==> config.mk <==
export PLATFORM = sky130hd
export DESIGN_NAME = serial_frame_rx
export DESIGN_NICKNAME = d
export VERILOG_FILES = /design/src/rtl/serial_frame_rx.sv
export SDC_FILE = /design/constraint.sdc
export NUM_CORES = 1
export LEC_CHECK = 0
export CORE_ASPECT_RATIO = 1.75
export CORE_MARGIN = 5
export CORE_UTILIZATION = 46
export CTS_BUF_LIST = sky130_fd_sc_hd__clkbuf_2
export CTS_CLUSTER_DIAMETER = 120
export DETAILED_ROUTE_END_ITERATION = 12
export GPL_TIMING_DRIVEN = 0
export PLACE_DENSITY_LB_ADDON = 0.12
export SETUP_SLACK_MARGIN = 0.2
export SYNTH_ARGS = -nofsm -noshare
export SYNTH_HDL_FRONTEND = slang
export SYNTH_SLANG_ARGS = --single-unit
==> constraint.sdc <==
create_clock -name CLK -period 2.1 [get_ports CLK]
set_input_delay 0.315 -clock CLK [delete_from_list [all_inputs] [get_ports CLK]]
set_output_delay 0.315 -clock CLK [all_outputs]
set_load 0.01 [all_outputs]
==> src/rtl/serial_frame_rx.sv <==
// Framed serial receiver: start bit, DATA_BITS data bits, optional parity,
// stop bit; sampled only on Ce, result reported as Valid or FrameErr pulse.
module serial_frame_rx #(
  parameter int DATA_BITS  = 8,
  parameter bit LSB_FIRST  = 1'b1,
  parameter bit PARITY_EN  = 1'b0,
  parameter bit PARITY_ODD = 1'b0
) (
  input  logic                 CLK,
  input  logic                 RST,
  input  logic                 Ce,
  input  logic                 Din,
  output logic [DATA_BITS-1:0] Dout,
  output logic                 Valid,
  output logic                 FrameErr,
  output logic                 Busy
);

  localparam int CW = $clog2(DATA_BITS);
  localparam logic [CW-1:0] LAST = CW'(DATA_BITS - 1);

  typedef enum logic [1:0] {
    IDLE,
    DATA,
    PARITY,
    STOP
  } state_t;

  state_t               state, state_n;
  logic [CW-1:0]        cnt, cnt_n;
  logic [DATA_BITS-1:0] sh, sh_n, dout_n;
  logic                 perr, perr_n;
  logic                 valid_n, ferr_n;
  logic [DATA_BITS-1:0] shifted;

  always_ff @(posedge CLK or posedge RST) begin
    if (RST) begin
      state    <= IDLE;
      cnt      <= '0;
      sh       <= '0;
      Dout     <= '0;
      perr     <= 1'b0;
      Valid    <= 1'b0;
      FrameErr <= 1'b0;
    end else begin
      state    <= state_n;
      cnt      <= cnt_n;
      sh       <= sh_n;
      Dout     <= dout_n;
      perr     <= perr_n;
      Valid    <= valid_n;
      FrameErr <= ferr_n;
    end
  end

  // Bit order decides which end of the register the new bit enters.
  always_comb begin
    if (LSB_FIRST) shifted = {Din, sh[DATA_BITS-1:1]};
    else           shifted = {sh[DATA_BITS-2:0], Din};
  end

  always_comb begin
    state_n = state;
    cnt_n   = cnt;
    sh_n    = sh;
    dout_n  = Dout;
    perr_n  = perr;
    valid_n = 1'b0;
    ferr_n  = 1'b0;
    if (Ce) begin
      unique case (state)
        IDLE: begin
          if (!Din) begin
            state_n = DATA;
            cnt_n   = '0;
            perr_n  = 1'b0;
          end
        end
        DATA: begin
          sh_n  = shifted;
          cnt_n = cnt + CW'(1);
          if (cnt == LAST)
            state_n = PARITY_EN ? PARITY : STOP;
        end
        PARITY: begin
          perr_n  = ((^sh) ^ Din) != PARITY_ODD;
          state_n = STOP;
        end
        STOP: begin
          // A low stop bit ends the frame; it never doubles as a start bit.
          state_n = IDLE;
          if (Din && !perr) begin
            dout_n  = sh;
            valid_n = 1'b1;
          end else begin
            ferr_n = 1'b1;
          end
        end
        default: state_n = IDLE;
      endcase
    end
  end

  assign Busy = (state != IDLE);

endmodule

# == Word level (Yosys, flattened, before mapping) ==
# Cells that the tools add are included.
# op_classes
add_sub_neg,1
n_eq_ne,6
muxes,13
n_bitwise,1
n_reduce_logical,12
# op_table
operator,count
3-bit AND reduction,4
2-bit one-hot mux with 4 select lines,1
8-bit parity,1
1-bit 2-to-1 mux,7
3-bit one-hot mux with 2 select lines,1
2-bit nonzero test,3
2-bit == test (second input constant),2
2-bit 2-to-1 mux,2
2-bit != test (second input constant),2
3-bit by 1-bit adder with 3-bit output (second input constant),1
3-bit == test (second input constant),1
3-bit 2-to-1 mux,1
2-bit by 1-bit == test with 1-bit output (second input constant),1
2-bit logical NOT,1
1-bit one-hot mux with 2 select lines,1
2-bit AND reduction,1
1-bit logical AND,1
1-bit logical NOT,1
1-bit XOR,1
# word_totals
register_bits,24
inputBits,4
output_inout_bits,11
word_cells,40

# == Longest topological paths before layout ==
# Gate-level depths: netlist of the first run.
# depth
word_depth,5
mapped_depth,6
ltp_nobuf,6

# == Least setup slack after synthesis of the first run ==
# No wires, ideal clock.
# synth_path
path_type,flip-flop to flip-flop
startpoint,register state[0]
endpoint,register state[1]
setup_time_ns,0.125
arrival_ns,1.423
required_time_ns,1.975
setup_slack_ns,0.552
path_stages_with_launch,6
n_path_buf,0
period_less_slack_ns,1.548
path_cell_list,dfrtp_1 > inv_1 > ha_1 > a21boi_1 > o21ai_1 > mux2_2
# synth_between
elab_chain_len,3
elab_cells_between_ends,8
cone_classes,eq/ne: 5; mux: 1; reduce/logical: 2
# synth_rtl
element,line,rtl
"start, declared",29,"state_t state, state_n;"
"start signal, assigned",46,state <= state_n;
2-bit by 1-bit == test with 1-bit output / 2-bit logical NOT (equally long branches),71,unique case (state)
2-bit != test (no source line),-,
3-bit AND reduction (no source line),-,
# Parallel ways exist; a longest one is shown, timed or not.
# A chain may end at the register's enable or synchronous reset.

# == Worst setup path after layout of the first run ==
# Ends and elaborated chain as after synthesis.

==> out/summary.txt, run 1 <==
SYNTH
----------------------------------------------------------------------------------------
Top area cells in the synthesized netlist ................................. sky130_fd_sc_hd__dfrtp_1, sky130_fd_sc_hd__mux2_2, sky130_fd_sc_hd__ha_1
Number of nets in the synthesized netlist .................................           89
Synth Warn # ..............................................................            0
Share of the yosys chip area belonging to registers .......................        55.9%
Avg Cell Area, Syn ........................................................     13.8 µm²
Post-Synthesis Cells ......................................................           78
Combined area of all synthesized cells ....................................     1070 µm²
Post-synthesis register bit count .........................................           24
Number of different library cells in the post-synthesis netlist ...........           15
Post-synth top area share .................................................        55.9%
Largest area contributor in the netlist ................................... sky130_fd_sc_hd__dfrtp_1

STA
----------------------------------------------------------------------------------------
Hold Worst Slack ..........................................................     0.434 ns
Upper clock frequency limit ...............................................    0.597 GHz
Portion of the clock cycle consumed by the worst path in the final layout .        79.8%
Worst setup skew after layout .............................................    0.0170 ns
Final Max Slew Viols ......................................................            0
RSZ-0062 raised after global routing ......................................        false
Final critical delay including setup and external delays ..................      1.68 ns
Endpoints failing setup ...................................................            0
Total count of hold-check failures in the final report ....................            0
Actual transition at the worst max-transition pin .........................     0.866 ns
Headroom to the max-slew limit ............................................        42.2%
Setup TNS .................................................................         0 ns

CLOCK NETWORK
----------------------------------------------------------------------------------------
Number of hold-repair buffers added at the cts stage ......................            0
CTS tree ..................................................................         done
Clock-pin slew of the registers on the worst-case setup and hold paths ....      0.22 ns
Maximum number of buffers from clock root to sink .........................            2
Skew-Pair Late Insertion Delay ............................................      0.32 ns
Clock sinks ...............................................................           24
CTS Root Buffer Type ...................................................... sky130_fd_sc_hd__clkbuf_2
H-tree depth ..............................................................            1
TritonCTS Buffers .........................................................            3

CELLS AND AREA
----------------------------------------------------------------------------------------
Number of cells in the finished layout apart from fillers .................          123
Layout overhead on the synthesized area ...................................        19.0%
Fillcell total ............................................................          191
Sequential cell area ......................................................      601 µm²
Post-layout utilization of the core .......................................        56.2%
# nets final ..............................................................          110
Count of inserted antenna diode cells .....................................            0
Share of cells above drive strength 1 .....................................        22.4%
Area occupied by multi-input gates ........................................      450 µm²

GRT
----------------------------------------------------------------------------------------
Maximum number of pins on one net before global-route repair ..............           25
First-pass GRT wire length ................................................      2990 µm
Global Route Usage Sum ....................................................        11.6%
Peak-usage layer in the global routing report .............................         met2
Number of antenna violations at the first check in global routing .........            0
Met3 track demand over resource ...........................................        1.72%
Vias in the first global route ............................................          679
Fraction of met2 tracks used by global routing ............................        19.6%
Met1 Track Usage GR .......................................................        14.3%
Total global routing overflow .............................................            0

SETUP PATH
----------------------------------------------------------------------------------------
Worst-path fanout max .....................................................            7
Cell family contributing the most delay on the critical path .............. compound AO/OA/AOI/OAI gates
CP Class .................................................................. register to register
Stage delay of the slowest cell on the critical path ......................      0.40 ns
Sort of element at the start of the critical path .........................     register
Critical Path, Cell by Cell ............................................... inv_1 -> ha_1 -> a21boi_1 -> o21ai_1 -> mux2_2
Cell type of the slowest stage on the worst timing path ................... sky130_fd_sc_hd__dfrtp_1
Buf+Inv Stages, Crit Path .................................................            1
Worst endpoint data arrival time ..........................................      1.89 ns
Data required, critical path ..............................................      2.32 ns
Worst Setup End Kind ......................................................     register

PLACEMENT
----------------------------------------------------------------------------------------
Placed wire-length estimate after detailed placement ......................      1230 µm
Port-buffer cells .........................................................           14
Final Wtd Congestion ......................................................        0.704
Cell total after placement ................................................          117

FLOORPLANNING
----------------------------------------------------------------------------------------
Core footprint ............................................................     2270 µm²
Number of standard-cell rows in the floorplan .............................           23
Effective utilization at floorplan ........................................        47.2%
Height of the chip ........................................................      73.9 µm
Number of top-level pins ..................................................           15
Die area ..................................................................     3440 µm²
Die Span X ................................................................      46.5 µm

ROUTE
----------------------------------------------------------------------------------------
WL final ..................................................................      1630 µm
Routed wire length per instance ...........................................      13.3 µm
Via count of the routed design ............................................          617
Post-route antenna net violation count ....................................            0
Number of iterations in the first detailed-routing pass ...................            2
Via density per instance ..................................................         5.02
DRC violations left .......................................................            0
Number of DRC markers in iteration 0 ......................................            4

RUN
----------------------------------------------------------------------------------------
Max-cap violations ........................................................            0

POWER AND IR DROP
----------------------------------------------------------------------------------------
IR drop worst, VDD ........................................................       935 µV
Leak Pwr ..................................................................  0.000613 µW
Power density of the placed cells .........................................  1470 nW/µm²

STATUS
----------------------------------------------------------------------------------------
Status .................................................................... complete, no violations

WORST HOLD PATH
----------------------------------------------------------------------------------------
Hold WC Path Type ......................................................... input port to asynchronous set/reset pin

-- state kept, by name, summed over array words and instances, names as in the netlist --
signal	flops
Dout	8
FrameErr	1
Valid	1
cnt	3
perr	1
sh	8
state	2
-- layer usage --
metal,wire length [µm],vias to the layer above
met4,20,0
met5,0,-
li1,-,305
met3,40,2
met2,905,5
met1,663,305
-- worst reg2reg max path, stage by stage (launching register included) --
cell and delay, ns:
sky130_fd_sc_hd__dfrtp_1 0.40, sky130_fd_sc_hd__inv_1 0.07, sky130_fd_sc_hd__ha_1 0.23, sky130_fd_sc_hd__a21boi_1 0.39
sky130_fd_sc_hd__o21ai_1 0.20, sky130_fd_sc_hd__mux2_2 0.31
-- kinds of logic (layout without fill, tap and decap cells) --
| group | Yosys count | in the layout | synth area share (%) |
|---|---|---|---|
| XOR/XNOR | 7 | 7 | 6.99 |
| adder cells (fa/ha/maj) | 7 | 7 | 8.16 |
| AO/OA/AOI/OAI | 9 | 9 | 5.83 |
| multiplexers | 17 | 17 | 17.8 |
| AND/OR/NAND/NOR | 8 | 8 | 3.15 |
| buffers and inverters | 6 | 26 | 2.10 |
| flip-flops | 24 | 24 | 55.9 |
-- what timing repair did --
action,4_1_cts,5_1_grt
setup endpoints to repair,1,0
gates resized for setup,1,0
buffers inserted,2,0
-- cells in the mapped netlist (all sizes together) --
library cell	n
nor2	1
dfrtp	24
inv	6
a21boi	1
xnor3	1
nor2b	1
o21ai	5
nand3	1
mux2	17
ha	7
a32o	3
xnor2	5
nand2	5
xor2	1
-- worst paths after layout --
check                           depth (start not counted)  startpoint       end  slack (ns)
worst min register to register                          1      cnt[1]    cnt[1]        0.53
worst min-delay path                                    2         RST    cnt[0]        0.43
worst max-delay path                                    5    state[0]  state[1]        0.42
max in group asynchronous                               2         RST   Dout[0]        1.12
worst max register to register                          5    state[0]  state[1]        0.42
min in group CLK                                        1      cnt[1]    cnt[1]        0.53
-- cells in the final DEF, fill, tap and decap left out --
master | netlist | routed
sky130_fd_sc_hd__a21boi_1 | 1 | 1
sky130_fd_sc_hd__xnor2_1 | 5 | 5
sky130_fd_sc_hd__mux2_2 | 17 | 17
sky130_fd_sc_hd__a32o_1 | 3 | 3
sky130_fd_sc_hd__o21ai_1 | 1 | 1
sky130_fd_sc_hd__nand3_1 | 1 | 1
sky130_fd_sc_hd__nor2b_1 | 1 | 1
sky130_fd_sc_hd__clkbuf_2 | 0 | 3
sky130_fd_sc_hd__nand2_1 | 5 | 5
sky130_fd_sc_hd__inv_1 | 6 | 6
sky130_fd_sc_hd__buf_4 | 0 | 2
sky130_fd_sc_hd__ha_1 | 7 | 7
sky130_fd_sc_hd__xnor3_1 | 1 | 1
sky130_fd_sc_hd__dlygate4sd2_1 | 0 | 1
sky130_fd_sc_hd__dfrtp_1 | 24 | 24
sky130_fd_sc_hd__xor2_1 | 1 | 1
sky130_fd_sc_hd__clkinv_1 | 0 | 1
sky130_fd_sc_hd__clkdlybuf4s50_1 | 0 | 13
sky130_fd_sc_hd__nor2_1 | 1 | 1
sky130_fd_sc_hd__o21ai_0 | 4 | 4
-- stage by stage --
stage / setup slack [ns] / total power [µW] / area [µm²]
after global placement: 0.147 / 1690 / 1240
after detailed placement: 0.136 / 1720 / 1240
after global routing: 0.255 / 2050 / 1280
after floorplan: 0.552 / 1420 / 1070
after CTS: 0.384 / 1920 / 1280
final: 0.425 / 1870 / 1280
-- final cells by class --
cell class	count	share of cell area [%]
clock buffer	3	1.18
tap	25	2.45
clock inverter	1	0.294
multi-input combinational	48	35.3
sequential	24	47.0
timing repair buffer	16	12.0
inverter	6	1.76
-- power breakdown --
part	switching, µW	internal, µW	total [µW]
clock network	124	41.4	166
logic	352	560	912
registers	138	658	796
Note: power is estimated with default switching activity, not from simulation.
==> inputs of run 2 (changes only) <==
==> constraint.sdc (replaced) <==
create_clock -name CLK -period 1.64 [get_ports CLK]
set_input_delay 0.246 -clock CLK [delete_from_list [all_inputs] [get_ports CLK]]
set_output_delay 0.246 -clock CLK [all_outputs]
set_load 0.01 [all_outputs]
==> out/summary.txt, run 2 (synthesized netlist as in run 1, its figures left out) <==
STA
----------------------------------------------------------------------------------------
Worst-case setup margin in the final layout ...............................     0.157 ns   -0.268 ns
Upper clock frequency limit ...............................................    0.674 GHz   +13%
Endpoints failing setup ...................................................            0   unchanged
Headroom to the max-slew limit ............................................        41.7%   -0.47 points
Actual transition at the worst max-transition pin .........................     0.874 ns   +0.00703 ns
Portion of the clock cycle consumed by the worst path in the final layout .        90.4%   +11 points
Final Max Slew Viols ......................................................            0   unchanged
Worst setup skew after layout .............................................   0.00871 ns   -0.00825 ns
Total count of hold-check failures in the final report ....................            0   unchanged
RSZ-0062 raised after global routing ......................................         true
Final critical delay including setup and external delays ..................      1.48 ns   -0.192 ns
Setup TNS .................................................................         0 ns   unchanged

CELLS AND AREA
----------------------------------------------------------------------------------------
Most used cells in the layout excluding fill and tap cells ................ sky130_fd_sc_hd__dfrtp_1, sky130_fd_sc_hd__mux2_2, sky130_fd_sc_hd__dlygate4sd2_1
Post-layout utilization of the core .......................................        61.4%   +5.2 points
Area occupied by multi-input gates ........................................      526 µm²   +17%
Share of cells above drive strength 1 .....................................        39.6%   +17 points
Count of inserted antenna diode cells .....................................            0   unchanged
Layout overhead on the synthesized area ...................................        30.0%
Sequential cell area ......................................................      601 µm²   unchanged
Fillcell total ............................................................          195   +2.1%
Largest registers ......................................................... Dout (8), sh (8), cnt (3)
Most common cell after layout, fill and taps aside ........................ sky130_fd_sc_hd__dfrtp_1
# nets final ..............................................................          118   +7.3%

GRT
----------------------------------------------------------------------------------------
Global Route Usage Sum ....................................................        12.1%   +0.49 points
Vias in the first global route ............................................          689   +1.5%
Fraction of met2 tracks used by global routing ............................        21.8%   +2.1 points
Total global routing overflow .............................................            0   unchanged
Met3 track demand over resource ...........................................        1.72%   unchanged
Met1 Track Usage GR .......................................................        14.6%   +0.36 points
Maximum number of pins on one net before global-route repair ..............           25   unchanged
First-pass GRT wire length ................................................      3110 µm   +4.2%
Peak-usage layer in the global routing report .............................         met2
Number of antenna violations at the first check in global routing .........            0   unchanged

POWER AND IR DROP
----------------------------------------------------------------------------------------
PnR Total Power ...........................................................      2630 µW   +40%
Power density of the placed cells .........................................  1880 nW/µm²   +28%
Leak Pwr ..................................................................  0.000697 µW   +14%
IR drop worst, VDD ........................................................      1060 µV   +14%

SETUP PATH
----------------------------------------------------------------------------------------
Endpoint of the most critical register-to-register path ...................         perr
CP Class .................................................................. register to register
Sort of element at the start of the critical path .........................     register
Worst r2r path cells ......................................................            4   -1
Worst endpoint data arrival time ..........................................      1.74 ns   -0.15 ns
Worst-path fanout max .....................................................            2   -5
Setup slack of the most critical reg-to-reg path ..........................      0.16 ns   -0.27 ns
Reg-to-reg startpoint .....................................................        sh[0]
Worst Setup End Kind ......................................................     register
Data required, critical path ..............................................      1.89 ns   -0.43 ns

CLOCK NETWORK
----------------------------------------------------------------------------------------
Number of hold-repair buffers added at the cts stage ......................            0   unchanged
Skew-Pair Late Insertion Delay ............................................      0.32 ns   about the same
H-tree depth ..............................................................            1   unchanged
Clock-pin slew of the registers on the worst-case setup and hold paths ....      0.23 ns   about the same
Maximum number of buffers from clock root to sink .........................            2   unchanged
CTS tree ..................................................................         done
TritonCTS Buffers .........................................................            3   unchanged
Clock sinks ...............................................................           24   unchanged
CTS Root Buffer Type ...................................................... sky130_fd_sc_hd__clkbuf_2

ROUTE
----------------------------------------------------------------------------------------
Number of DRC markers in iteration 0 ......................................           13   +9
Via count of the routed design ............................................          657   +6.5%
WL final ..................................................................      1920 µm   +18%
Via density per instance ..................................................         5.02   about the same
DRC violations left .......................................................            0   unchanged
Post-route antenna net violation count ....................................            0   unchanged
Routed wire length per instance ...........................................      14.6 µm   +10%
Number of iterations in the first detailed-routing pass ...................            4   +2

WORST HOLD PATH
----------------------------------------------------------------------------------------
Hold WC Path Type ......................................................... input port to asynchronous set/reset pin

FLOORPLANNING
----------------------------------------------------------------------------------------
Die area ..................................................................     3440 µm²   unchanged
Number of top-level pins ..................................................           15   unchanged
Die Span X ................................................................      46.5 µm   unchanged
Number of standard-cell rows in the floorplan .............................           23   unchanged
Effective utilization at floorplan ........................................        47.2%   unchanged
Height of the chip ........................................................      73.9 µm   unchanged
Core footprint ............................................................     2270 µm²   unchanged

PLACEMENT
----------------------------------------------------------------------------------------
Port-buffer cells .........................................................           14   unchanged
Worst setup slack after placement .........................................    -0.253 ns   -0.389 ns
Final Wtd Congestion ......................................................        0.708   +0.58%
Placed wire-length estimate after detailed placement ......................      1260 µm   +2.5%

STATUS
----------------------------------------------------------------------------------------
Status .................................................................... complete, no violations

RUN
----------------------------------------------------------------------------------------
Max-cap violations ........................................................            0   unchanged

==> run 2: power by group <==
| part | switching (µW) | total [µW] | leakage (µW) | internal (µW) |
|---|---|---|---|---|
| combinational | 581 | 1400 | 0.000377 | 815 |
| clock | 172 | 226 | 0.0000140 | 53.1 |
| sequential | 162 | 1000 | 0.000306 | 842 |
==> run 2: worst max path at each step <==
stage / startpoint / end / slack [ns] / cells past startpoint
finish: sh[0] / perr / 0.16 / 4
global route: sh[0] / perr / 0.11 / 4
floorplan: state[0] / state[1] / 0.20 / 5
detailed placement: Din / Dout[6] / -0.25 / 4
global placement: Din / Dout[3] / -0.26 / 4
CTS: state[1] / Busy / 0.13 / 4
==> run 2: what timing repair did <==
action / CTS / global route
setup endpoints to repair: 33 / 22
resized for setup: 21 / 10
cloned: 0 / 1
pin swaps: 5 / 2
buffers inserted: 6 / 3
==> run 2: stage by stage <==
step           area [µm²]  hold slack, ns  cells
6_report             1400           0.360    131
2_1_floorplan        1080           0.261     78
5_1_grt              1400           0.434    131
3_3_place_gp         1250           0.479    117
3_5_place_dp         1250           0.494    117
4_1_cts              1330           0.409    127
==> run 2: routing by layer <==
metal | vias to the layer above | routed length [µm]
met5 | - | 0
met4 | 0 | 12
met3 | 2 | 46
met2 | 5 | 1140
met1 | 326 | 723
li1 | 324 | -
==> run 2: worst max-delay path: stages, from the launching register on <==
cell and delay (ns):
sky130_fd_sc_hd__dfrtp_1 0.45, sky130_fd_sc_hd__xnor2_1 0.18, sky130_fd_sc_hd__xnor3_1 0.44, sky130_fd_sc_hd__xnor2_1 0.14
sky130_fd_sc_hd__a32o_1 0.21
==> run 2: layout make-up <==
type / instances / area share (%)
inverter: 6 / 1.61
clock inverter: 1 / 0.269
tap: 25 / 2.24
clock buffer: 3 / 1.08
sequential: 24 / 43.0
multi-input combinational: 49 / 37.7
timing repair buffer: 23 / 14.1
